## src/rtl/valid_ready_pkg.sv

```systemverilog
// rtl/valid_ready_pkg.sv - shared sizing helpers for the valid/ready elastic buffer
package valid_ready_pkg;

    // Bits needed to count 0..depth inclusive.
    function automatic int level_width(input int depth);
        return $clog2(depth + 1);
    endfunction

    // Bits needed to address depth entries; at least one bit even for depth 1..2.
    function automatic int pointer_width(input int depth);
        return (depth <= 2) ? 1 : $clog2(depth);
    endfunction

endpackage

```

## src/rtl/valid_ready_elastic_buffer_wrapping_counter.sv

```systemverilog
// rtl/valid_ready_elastic_buffer_wrapping_counter.sv - modulo (MAXIMUM+1) counter used for buffer pointers
//
// Ports:
//   clock      rising-edge clock
//   reset      asynchronous active-high reset, count -> 0
//   clear      synchronous clear, count -> 0, wins over increment
//   increment  advance by one, wrapping from MAXIMUM to 0
//   count      current value
module wrapping_counter #(
    parameter int WIDTH   = 2,
    parameter int MAXIMUM = 3
) (
    input  logic             clock,
    input  logic             reset,
    input  logic             clear,
    input  logic             increment,
    output logic [WIDTH-1:0] count
);

    localparam logic [WIDTH-1:0] COUNT_MAX = WIDTH'(MAXIMUM);

    logic [WIDTH-1:0] count_q;
    logic [WIDTH-1:0] count_d;

    // Explicit wrap so non-power-of-two depths never reach an unused slot.
    always_comb begin
        count_d = count_q;
        if (clear) begin
            count_d = '0;
        end else if (increment) begin
            count_d = (count_q == COUNT_MAX) ? '0 : count_q + WIDTH'(1);
        end
    end

    always_ff @(posedge clock or posedge reset) begin
        if (reset) begin
            count_q <= '0;
        end else begin
            count_q <= count_d;
        end
    end

    assign count = count_q;

endmodule

```

## src/rtl/valid_ready_elastic_buffer.sv

```systemverilog
// rtl/valid_ready_elastic_buffer.sv - parametrised-depth valid/ready elastic buffer with level and almost-full
//
// Optional feature macro: VALID_READY_ELASTIC_BUFFER_BYPASS_EN
//   defined   : an empty buffer forwards write_data to read_data combinationally
//   undefined : read side is always registered, one cycle behind the write side
//
// Ports:
//   clock, reset             rising-edge clock, asynchronous active-high reset
//   flush                    synchronous clear of all entries, masks both handshakes
//   write_data/valid/ready   source side
//   read_data/valid/ready    sink side, read_data is 0 whenever read_valid is 0
//   full, empty, almost_full occupancy flags
//   level                    number of stored entries
module valid_ready_elastic_buffer
    import valid_ready_pkg::*;
#(
    parameter int WIDTH                 = 8,
    parameter int DEPTH                 = 4,
    parameter int ALMOST_FULL_THRESHOLD = DEPTH - 1
) (
    input  logic                          clock,
    input  logic                          reset,
    input  logic                          flush,
    input  logic [WIDTH-1:0]              write_data,
    input  logic                          write_valid,
    output logic                          write_ready,
    output logic [WIDTH-1:0]              read_data,
    output logic                          read_valid,
    input  logic                          read_ready,
    output logic                          full,
    output logic                          empty,
    output logic                          almost_full,
    output logic [level_width(DEPTH)-1:0] level
);

    localparam int              LW        = level_width(DEPTH);
    localparam int              PW        = pointer_width(DEPTH);
    localparam logic [LW-1:0]   LEVEL_MAX = LW'(DEPTH);
    localparam logic [LW-1:0]   LEVEL_AF  = LW'(ALMOST_FULL_THRESHOLD);

    logic [WIDTH-1:0] storage_q [DEPTH];
    logic [LW-1:0]    level_q;
    logic [LW-1:0]    level_d;
    logic [PW-1:0]    read_pointer;
    logic [PW-1:0]    write_pointer;
    logic             write_fire;
    logic             read_fire;
    logic             push;
    logic             pop;

    assign full        = (level_q == LEVEL_MAX);
    assign empty       = (level_q == '0);
    assign almost_full = (level_q >= LEVEL_AF);
    assign level       = level_q;

    // Ready is a function of state and flush/reset only, never of read_ready.
    assign write_ready = !full && !flush && !reset;
    assign write_fire  = write_valid && write_ready;
    assign read_fire   = read_valid && read_ready;

`ifdef VALID_READY_ELASTIC_BUFFER_BYPASS_EN
    logic bypass;

    assign bypass     = empty && write_valid && !flush && !reset;
    assign read_valid = (!empty && !flush) || bypass;
    assign read_data  = !read_valid ? '0 :
                        (empty ? write_data : storage_q[read_pointer]);
    // A pass-through transfer is never stored, so it neither pushes nor pops.
    assign push       = write_fire && !(bypass && read_ready);
    assign pop        = read_fire && !empty;
`else
    assign read_valid = !empty && !flush;
    assign read_data  = read_valid ? storage_q[read_pointer] : '0;
    assign push       = write_fire;
    assign pop        = read_fire;
`endif

    always_comb begin
        level_d = level_q;
        if (flush) begin
            level_d = '0;
        end else if (push && !pop) begin
            level_d = level_q + LW'(1);
        end else if (pop && !push) begin
            level_d = level_q - LW'(1);
        end
    end

    always_ff @(posedge clock or posedge reset) begin
        if (reset) begin
            level_q <= '0;
        end else begin
            level_q <= level_d;
        end
    end

    // Payload storage carries no reset; only entries below level are ever observed.
    always_ff @(posedge clock) begin
        if (push) begin
            storage_q[write_pointer] <= write_data;
        end
    end

    wrapping_counter #(
        .WIDTH   (PW),
        .MAXIMUM (DEPTH - 1)
    ) u_write_pointer (
        .clock     (clock),
        .reset     (reset),
        .clear     (flush),
        .increment (push),
        .count     (write_pointer)
    );

    wrapping_counter #(
        .WIDTH   (PW),
        .MAXIMUM (DEPTH - 1)
    ) u_read_pointer (
        .clock     (clock),
        .reset     (reset),
        .clear     (flush),
        .increment (pop),
        .count     (read_pointer)
    );

    level_bounded: assert property (@(posedge clock) disable iff (reset) level_q <= LEVEL_MAX);
    flags_exclusive: assert property (@(posedge clock) disable iff (reset) !(full && empty));

endmodule

```

## config.mk

```make
export PLATFORM = sky130hd
export DESIGN_NAME = valid_ready_elastic_buffer
export DESIGN_NICKNAME = d
export VERILOG_FILES = /design/src/rtl/valid_ready_pkg.sv /design/src/rtl/valid_ready_elastic_buffer_wrapping_counter.sv /design/src/rtl/valid_ready_elastic_buffer.sv
export SDC_FILE = /design/constraint.sdc
export NUM_CORES = 1
export LEC_CHECK = 0
export CAP_MARGIN = 20
export CORE_UTILIZATION = 40
export CTS_BUF_LIST = sky130_fd_sc_hd__clkbuf_4 sky130_fd_sc_hd__clkbuf_8 sky130_fd_sc_hd__clkbuf_16
export DETAILED_ROUTE_END_ITERATION = 10
export GPL_TIMING_DRIVEN = 0
export HOLD_SLACK_MARGIN = 0.03
export MAX_ROUTING_LAYER = met4
export PLACE_DENSITY_LB_ADDON = 0.15
export RECOVER_POWER = 50
export SLEW_MARGIN = 10
export SYNTH_ARGS = -nofsm -noshare
export SYNTH_HDL_FRONTEND = slang
export SYNTH_SLANG_ARGS = --single-unit
```

## constraint.sdc

```tcl
create_clock -name clock -period 3.7 [get_ports clock]
set_input_delay 1.11 -clock clock [delete_from_list [all_inputs] [get_ports clock]]
set_output_delay 1.11 -clock clock [all_outputs]
set_load 0.02 [all_outputs]
```

==> results_dict.tcl <==
set metrics [dict create \
    status "finished, final reports clean" \
    synth_cell_type_count 32 \
    numCtsBuffers 5 \
    grt_max_degree 14 \
    cts-root-buf "clkbuf_8" \
    clk_path_buf_depth 2 \
    ys_ff_latch 39 \
    cp-start-kind "primary input" \
    fmax_mhz 285 \
    antenna_found_initial 0 \
    cp_max_fo 9 \
    finalMaxSlewViolations 0 \
    grt_pass1_vias 1026 \
    synth_cells 111 \
    die_area_um2 4730 \
    cp.required_ps 2590 \
    synth_top_family_by_area "simple AND/OR/NAND/NOR gates" \
    setup_viol 0 \
    final_cell_mix "32 x edfxtp_1, 13 x dlygate4sd3_1, 9 x dlygate4sd2_1" \
    sw_frac_of_total_pct 27.3 \
    p_total_mw 1.15 \
    worst_pin_slew_ps 627 \
    synth_compound_area_share_pct 3.43 \
    place_congestion 0.647 \
    comb_power_share_pct 25.1 \
    die_w_um 68.8 \
    clkPwrFrac_pct 30.6 \
    drtPass1Iterations 4 \
    timing.hold.ws_ps 621 \
    slew_headroom_pct 58.2 \
    dp.final_hpwl_um 2200 \
    period_minus_slack_ps 3510 \
    syn_to_final_growth_pct 24.6 \
    fin_crit_sh_pct 95.0 \
    coreArea_um2 4140 \
    detail_route.wirelength_um 3130 \
    synth_fa_ha_area_share_pct 3.92 \
    post_cts.repair.setup_buffers 0 \
    antenna_left 0 \
    drive_gt1_share_pct 17.8 \
    viasPerCell 5.08 \
    final_nets 163 \
    port_buffers 28 \
    hold_viol 0 \
    ir_drop_mv 0.202 \
    drt_iter0_drc 58 \
    dpl-instance-area_um2 2130 \
    finalSetupTns_ps 0 \
    power.switching_mw 0.313 \
    initial_utilization_pct 43.1 \
    finClkSkew_ps 2.25 \
    final_util_pct 53.7 \
    grt_overflow 0 \
    synthesis.nets 129 \
    critPathKind "in2out" \
    hold_class "reg2reg" \
    cts_tree "done" \
    arrival_ps 2400 \
    p_leak_nw 0.828 \
    diodes 0 \
    p_int_mw 0.832 \
    postSynthAreaPerCell_um2 16.1 \
    clk_pin_slew_ps 70 \
    io-pin-count 29 \
    grt_pass1_wl_um 4880 \
    yosys_warnings 0 \
    rsz0062_at_grt "false" \
    grt_util_all_layers_pct 15.8 \
    cap_violations 0 \
    end_kind "primary output" \
    synth_mux_area_share_pct 11.8 \
    fin_area_um2 2220 \
    std_cell_rows 23 \
    synth-xor-area-share_pct 1.96 \
    drc 0 \
    syn_area_um2 1790 \
    yosysSeqAreaShare_pct 63.6 \
    numClockSinks 39 \
    layout_commonest_cell "edfxtp_1" \
    cts_hold_buf 0 \
    p_seq_share_pct 44.3 \
    wire_per_inst_um 16.0 \
    dr_total_vias 996 \
    htreeDepth 2 \
    clkLatencyLatePin_ps 290 \
    die_y_um 68.8 \
    p_per_area_nw_per_um2 515 \
    yosys.area_share.simple_pct 12.3 \
]
-- critical path, stage by stage --
cell and delay [ps]:
clkdlybuf4s50_1 470, or2_4 330, nor2b_1 140, dlygate4sd2_1 340
-- path summary, 6_finish.rpt --
check                                          from                       end  slack [ps]  cells past startpoint
max in group asynchronous                     reset                  level[1]        2170                      2
max                                           flush              read_data[7]         190                      4
min in group asynchronous                     reset                  level[0]        1290                      2
min                        u_write_pointer.count[1]  u_write_pointer.count[1]         620                      2
max reg2reg                                level[2]                  level[1]        1100                      7
min reg2reg                u_write_pointer.count[1]  u_write_pointer.count[1]         620                      2
-- cells by family (layout without fill, tap and decap cells) --
group                      after synthesis  count (layout)
buffers and inverters                   12              47
muxes                                   11              11
DFF                                     39              39
xor gates and xnor gates                 4               4
AOI/OAI and AO/OA                        7               7
and+or+nand+nor                         33              33
adders and majority gates                5               5
-- flip-flops by register name, indices dropped and copies added, names as in the netlist --
| signal | flops |
|---|---|
| u_write_pointer.count | 2 |
| level | 3 |
| u_read_pointer.count | 2 |
| storage_q | 32 |
-- through the flow --
stage / setup slack [ps] / std cells
2_1_floorplan: 694 / 111
3_3_place_gp: -382 / 189
3_5_place_dp: -382 / 189
4_1_cts: 5.63 / 196
5_1_grt: 104 / 196
6_report: 185 / 196
-- power by group through the flow --
stage               Sequential, mW  Combinational [mW]  Clock, mW
floorplan                    0.522               0.186          0
global placement             0.516               0.303          0
detailed placement           0.518               0.308          0
CTS                          0.508               0.299      0.357
global route                 0.510               0.316      0.377
finish                       0.508               0.288      0.350
-- cell usage after synthesis --
master,count,area share [%]
clkbuf_1,2,0.42
a21o_2,1,0.49
a21oi_1,1,0.28
o21ai_0,1,0.28
xnor2_1,2,0.98
o311ai_2,1,0.91
nor3b_4,1,1.1
ha_1,4,2.8
or2_2,3,1.1
edfxtp_1,32,54
buf_2,1,0.28
inv_1,7,1.5
nor2_1,6,1.3
xor2_1,2,0.98
mux4_2,8,10
nand2b_1,1,0.35
fa_1,1,1.1
nor4b_4,1,1.3
dfrtp_1,7,9.8
nand4b_1,2,0.98
nand3_1,1,0.28
or2b_1,1,0.42
buf_1,1,0.21
nor3_1,2,0.56
nand2_1,2,0.42
buf_6,1,0.63
nor2b_1,8,2.8
mux2i_1,3,1.7
and2_1,5,1.8
o211ai_1,1,0.42
o32ai_1,1,0.49
o31a_2,1,0.56
-- routing by layer --
metal  vias to the layer above  global-route usage, %  wire [um]
met5                         -                      -          0
li1                        475                      -          -
met3                         6                   4.93        111
met1                       498                   19.5       1460
met4                         0                   5.36         40
met2                        17                   24.6       1520
-- repair_timing --
item | CTS | global route
pin swaps | 0 | 0
setup endpoints to repair | 10 | 1
gates resized for setup | 11 | 1
endpoints found under the hold margin | 0 | 0
-- cell type report --
class                           instances  area [um^2]
Clock inverter                          3         43.8
Fill cell                             364         1920
Clock buffer                            5         68.8
Sequential cell                        39         1140
Buffer                                  4         17.5
Tap cell                               50         62.6
Inverter                                7         26.3
Multi-Input combinational cell         60          598
Timing Repair Buffer                   28          272
Power figures use the tool's default switching activity.
==> edit 1 (config.mk and constraints unchanged) <==
Set the parameter `WIDTH` to 7 (it was 8).
--- a/src/rtl/valid_ready_elastic_buffer.sv
+++ b/src/rtl/valid_ready_elastic_buffer.sv
@@ -15,5 +15,5 @@
     import valid_ready_pkg::*;
 #(
-    parameter int WIDTH                 = 8,
+    parameter int WIDTH                 = 7,
     parameter int DEPTH                 = 4,
     parameter int ALMOST_FULL_THRESHOLD = DEPTH - 1
Ports: changed (resized read_data and write_data); port bits go from 29 to 27. The function was not compared with the original's and may differ.
==> edit 1 against the original RTL <==
Global-route usage increased by 1.0 points; setup slack lost 98 ps; critical endpoint is now write_ready; critical path type unchanged; maximum frequency down 2.7%; total power down 21%; wire length decreased by 2.6%; design area decreased by 7.3%; sequential power shrank 13%; synthesized area is 5.7% lower; register-to-register slack better by 240 ps; critical path depth decreased by 1; largest cell class unchanged; sequential cell count is 4 lower.
==> edit 1: results (changes against the original RTL) <==
[sta]
whs_ps=606  ; -15.0 ps
skew_ps=10.4  ; +8.11 ps
worst_pin_slew_ps=700  ; +72.4 ps

[final_layout]
largest_register=storage_q
fillers=373  ; +2.5%
drive_gt1_frac=0.152  ; -0.0258
largest_reg_flops=28  ; -13%
nets=168  ; +3.1%

[setup_path]
ff2ff_setup_slack_ps=1340  ; +240 ps
ff2ff_path_depth=8  ; +1
r2r-start=level[1]$_DFFE_PP0P_
r2r-end=level[2]$_DFFE_PP0P_
worstPathMaxFanout=4  ; -5

[synth]
seq_area_frac_synth=0.604  ; -0.0326
syn_nets=136  ; +5.4%
synth-edff-count=28  ; -13%
yosys-top-cells-area=edfxtp_1 50%, dfrtp_1 10%, mux4_2 9.4%, ha_1 3.7%, nor2b_1 3.0%
synth_common_cells=28 x edfxtp_1, 8 x nor2b_1, 7 x dfrtp_1, 7 x inv_1, 7 x mux4_2

[pwr]
leakage_nw=0.808  ; -2.4%
irDropWorstVdd_mv=0.185  ; -8.6%

[global_routing]
grt_max_degree=11  ; -3
grt_pass1_vias=1089  ; +6.1%
grtUsageTotal=0.168  ; +0.0101

[status]
status=complete, no violations

[placed_design]
gp_congestion=0.709  ; +9.6%
hpwl_microns=2170  ; -1.3%
port_buffers=26  ; -7.1%

[drt]
drtIter0Drc=30  ; -48%
viasPerCell=5.20  ; +2.3%

[cts]
cts.repair.resized=8  ; -3

[edit 1: cell types whose count changed in the layout (fill, tap and decap cells not counted), sizes merged, moves of 3 or more]
cell	delta
nor3	+3
o21ai	+5
a21oi	+4
and2	-5
edfxtp	-4
and3	+5
[edit 1: final cells by class]
| cell class | instances | area [sq um] | share of cell area |
|---|---|---|---|
| clock inverter | 2 | 7.51 | 0.00364 |
| inverter | 8 | 32.5 | 0.0158 |
| timing repair buffer | 26 | 250 | 0.121 |
| clock buffer | 6 | 76.3 | 0.0370 |
| tap | 50 | 62.6 | 0.0303 |
| buffer | 7 | 51.3 | 0.0249 |
| multi-input combinational | 67 | 567 | 0.275 |
| sequential | 35 | 1020 | 0.492 |
[edit 1: worst max-delay path, cell delays in order]
cell and delay [ps]:
dlygate4sd3_1 590, nor3_1 180, clkdlybuf4s50_1 630
[edit 1: cells by family (layout without fill, tap and decap cells)]
group	count (synthesis)	in the layout	share of synthesized area
DFF	35	35	0.604
and+or+nand+nor	35	35	0.126
AOI/OAI and AO/OA	17	17	0.0602
buffers and inverters	16	49	0.0565
muxes	8	8	0.0996
adders and majority gates	6	6	0.0491
xor gates and xnor gates	1	1	0.00521
[edit 1: worst max path at each step]
stage / to / slack, ps / startpoint / depth (start not counted)
3_3_place_gp: read_data[6] / -300 / flush / 5
6_report: write_ready / 90 / reset / 3
4_1_cts: write_ready / 80 / flush / 4
5_1_grt: write_ready / 30 / reset / 3
2_1_floorplan: read_data[0] / 710 / flush / 3
3_5_place_dp: read_data[6] / -320 / flush / 5
[edit 1: per-layer routing]
metal	vias to the layer above	GRT usage	wire length [microns]
li1	498	-	-
met1	514	0.182	1240
met2	27	0.283	1610
met3	6	0.0514	139
met4	0	0.0718	55
met5	-	-	0
[edit 1: where the power goes]
| part | internal (W) | total, W | switching, W |
|---|---|---|---|
| sequential | 0.000437 | 0.000442 | 0.00000543 |
| combinational | 0.0000934 | 0.000202 | 0.000109 |
| clock | 0.000135 | 0.000262 | 0.000126 |
| total | 0.000666 | 0.000906 | 0.000241 |
[edit 1: through the flow]
step           utilization  TNS (ps)  std cells  setup WS [ps]  area [sq um]
2_1_floorplan            -         0        118            708          1680
3_3_place_gp         0.498     -2050        194           -303          2010
3_5_place_dp         0.498     -2180        194           -317          2010
4_1_cts              0.515         0        201           82.6          2080
5_1_grt              0.512         0        201           29.3          2060
6_report             0.512         0        201           87.7          2060
==> edit 2 (config.mk and constraints unchanged) <==
Made on the original files. Put one more register stage on the output `level`, with the module's reset. The value now appears one clock later. The other outputs are not delayed to match.
--- a/src/rtl/valid_ready_elastic_buffer.sv
+++ b/src/rtl/valid_ready_elastic_buffer.sv
@@ -52,5 +52,11 @@
     assign empty       = (level_q == '0);
     assign almost_full = (level_q >= LEVEL_AF);
-    assign level       = level_q;
+    always_ff @(posedge clock or posedge reset) begin
+        if (reset) begin
+            level <= '0;
+        end else begin
+            level <= level_q;
+        end
+    end
 
     // Ready is a function of state and flush/reset only, never of read_ready.
Function: changed (a bounded check fails within 4 cycles, from zero or initial values and one cycle with reset high).
==> edit 2 against the original RTL <==
Sequential share of layout area up 2.0 points; synthesized cell count up 2.7%; worst hold slack worse by 94 ps; sequential cell count up 3; maximum frequency down 1.3%; synthesized area up 4.2%; total power down 1.3%; clock skew up 2.7 ps; cell count up 2.6%; setup slack worse by 46 ps; global-route usage up 0.11 points; wire length up 7.8%; design area up 2.6%; critical path type unchanged; highest routed layer unchanged.
==> edit 2: results (changes against the original RTL) <==
[global_routing]
grtUsageTotal=0.159  ; +0.00105
grt_pass1_wl_microns=5620  ; +15%
grtUsageMet2=0.253  ; +0.00688
grtUsageMet1=0.202  ; +0.00674
met3_usage=0.0447  ; -0.00461

[synth]
avgSynthCellArea_sq_um=16.3  ; +1.5%
syn_nets=132  ; +2.3%
async_flop_share=0.238  ; +0.0586
yosys-top-cells-area=edfxtp_1 52%, dfrtp_1 13%, mux4_2 9.7%, ha_1 2.7%, nor2b_1 2.7%
synth-edff-count=32  ; unchanged
yosysTopAreaCell=edfxtp_1
seq_area_frac_synth=0.651  ; +0.0147
synth_adder_area_share=0.0377  ; -0.00158
synthXorXnorAreaFrac=0.0188  ; -0.000792
muxShareOfSynthArea=0.113  ; -0.00475
synth_compound_area_frac=0.0330  ; -0.00139

[setup_path]
r2r-start=level_q[2]$_DFFE_PP0P_
ff2ff_setup_slack_ps=1360  ; +260 ps
r2r-end=level_q[1]$_DFFE_PP0P_
cp_data_arrival_time_ps=2450  ; +50 ps

[pwr]
combPwrFrac=0.257  ; +0.006
irDropWorstVdd_mv=0.189  ; -6.4%
leakage_nw=0.852  ; +2.9%
p_int_w=0.000811  ; -2.5%
p_seq_frac=0.485  ; +0.042

[min_path]
hold_start=level_q[2]$_DFFE_PP0P_
worstHoldPathType=reg2reg
hold_depth=0  ; -2
min_to=level[2]$_DFF_PP0_

[final_layout]
nets=166  ; +1.8%
drive_gt1_frac=0.181  ; +0.00313

[drt]
viasPerCell=5.03  ; -1.0%
wirelength_microns=3370  ; +7.8%
met3WireLength_microns=119  ; +7.2%
wl_met2_microns=1670  ; +10%
drtIter0Drc=37  ; -36%
top_layer=met4

[sta]
skew_ps=4.99  ; +2.74 ps

[placed_design]
hpwl_microns=2400  ; +8.9%
post-place-cells=194  ; +2.6%

[status]
status=complete, no violations

[edit 2: cell types whose count changed in the layout (fill, tap and decap cells not counted)]
cell	unedited run	this run
buf_6	0	1
bufinv_16	1	0
clkbuf_1	1	0
clkbuf_4	0	1
dfrtp_1	7	10
dlygate4sd2_1	9	10
dlymetal6s2s_1	1	0
[edit 2: cell type report]
| cell class | count | area [sq um] |
|---|---|---|
| timing repair buffer | 28 | 268 |
| multi-input combinational | 60 | 598 |
| inverter | 7 | 26.3 |
| tap | 52 | 65.1 |
| clock buffer | 6 | 76.3 |
| clock inverter | 2 | 13.8 |
| sequential | 42 | 1210 |
| buffer | 4 | 25.0 |
| fill | 375 | 2130 |
[edit 2: through the flow]
| step | cell area, sq um | power (W) | hold slack [ps] | setup slack (ps) |
|---|---|---|---|---|
| after floorplan | 1860 | 0.000750 | 454 | 694 |
| after global routing | 2280 | 0.00119 | 553 | 78.0 |
| after global placement | 2210 | 0.000863 | 493 | -429 |
| after CTS | 2280 | 0.00115 | 535 | 136 |
| final | 2280 | 0.00113 | 527 | 139 |
| after detailed placement | 2210 | 0.000873 | 512 | -423 |
[edit 2: logic make-up after synthesis]
logic type               Yosys count
buffers and inverters             12
multiplexers                      11
AO/OA/AOI/OAI                      7
adder cells (fa/ha/maj)            5
XOR/XNOR                           4
flip-flops                        42
AND/OR/NAND/NOR                   33
[edit 2: worst reg2reg max path: cells and delay by family (launching register included)]
family                   cells  cell delay (ps)
AND/OR/NAND/NOR              4             1060
adder cells (fa/ha/maj)      1              400
AO/OA/AOI/OAI                1              120
flip-flops                   1              450
buffers and inverters        1              210
[edit 2: timing repair]
| item | in CTS | in global routing |
|---|---|---|
| endpoints found under the setup margin | 10 | 0 |
| gates resized for setup | 12 | 0 |
| endpoints found under the hold margin | 0 | 0 |
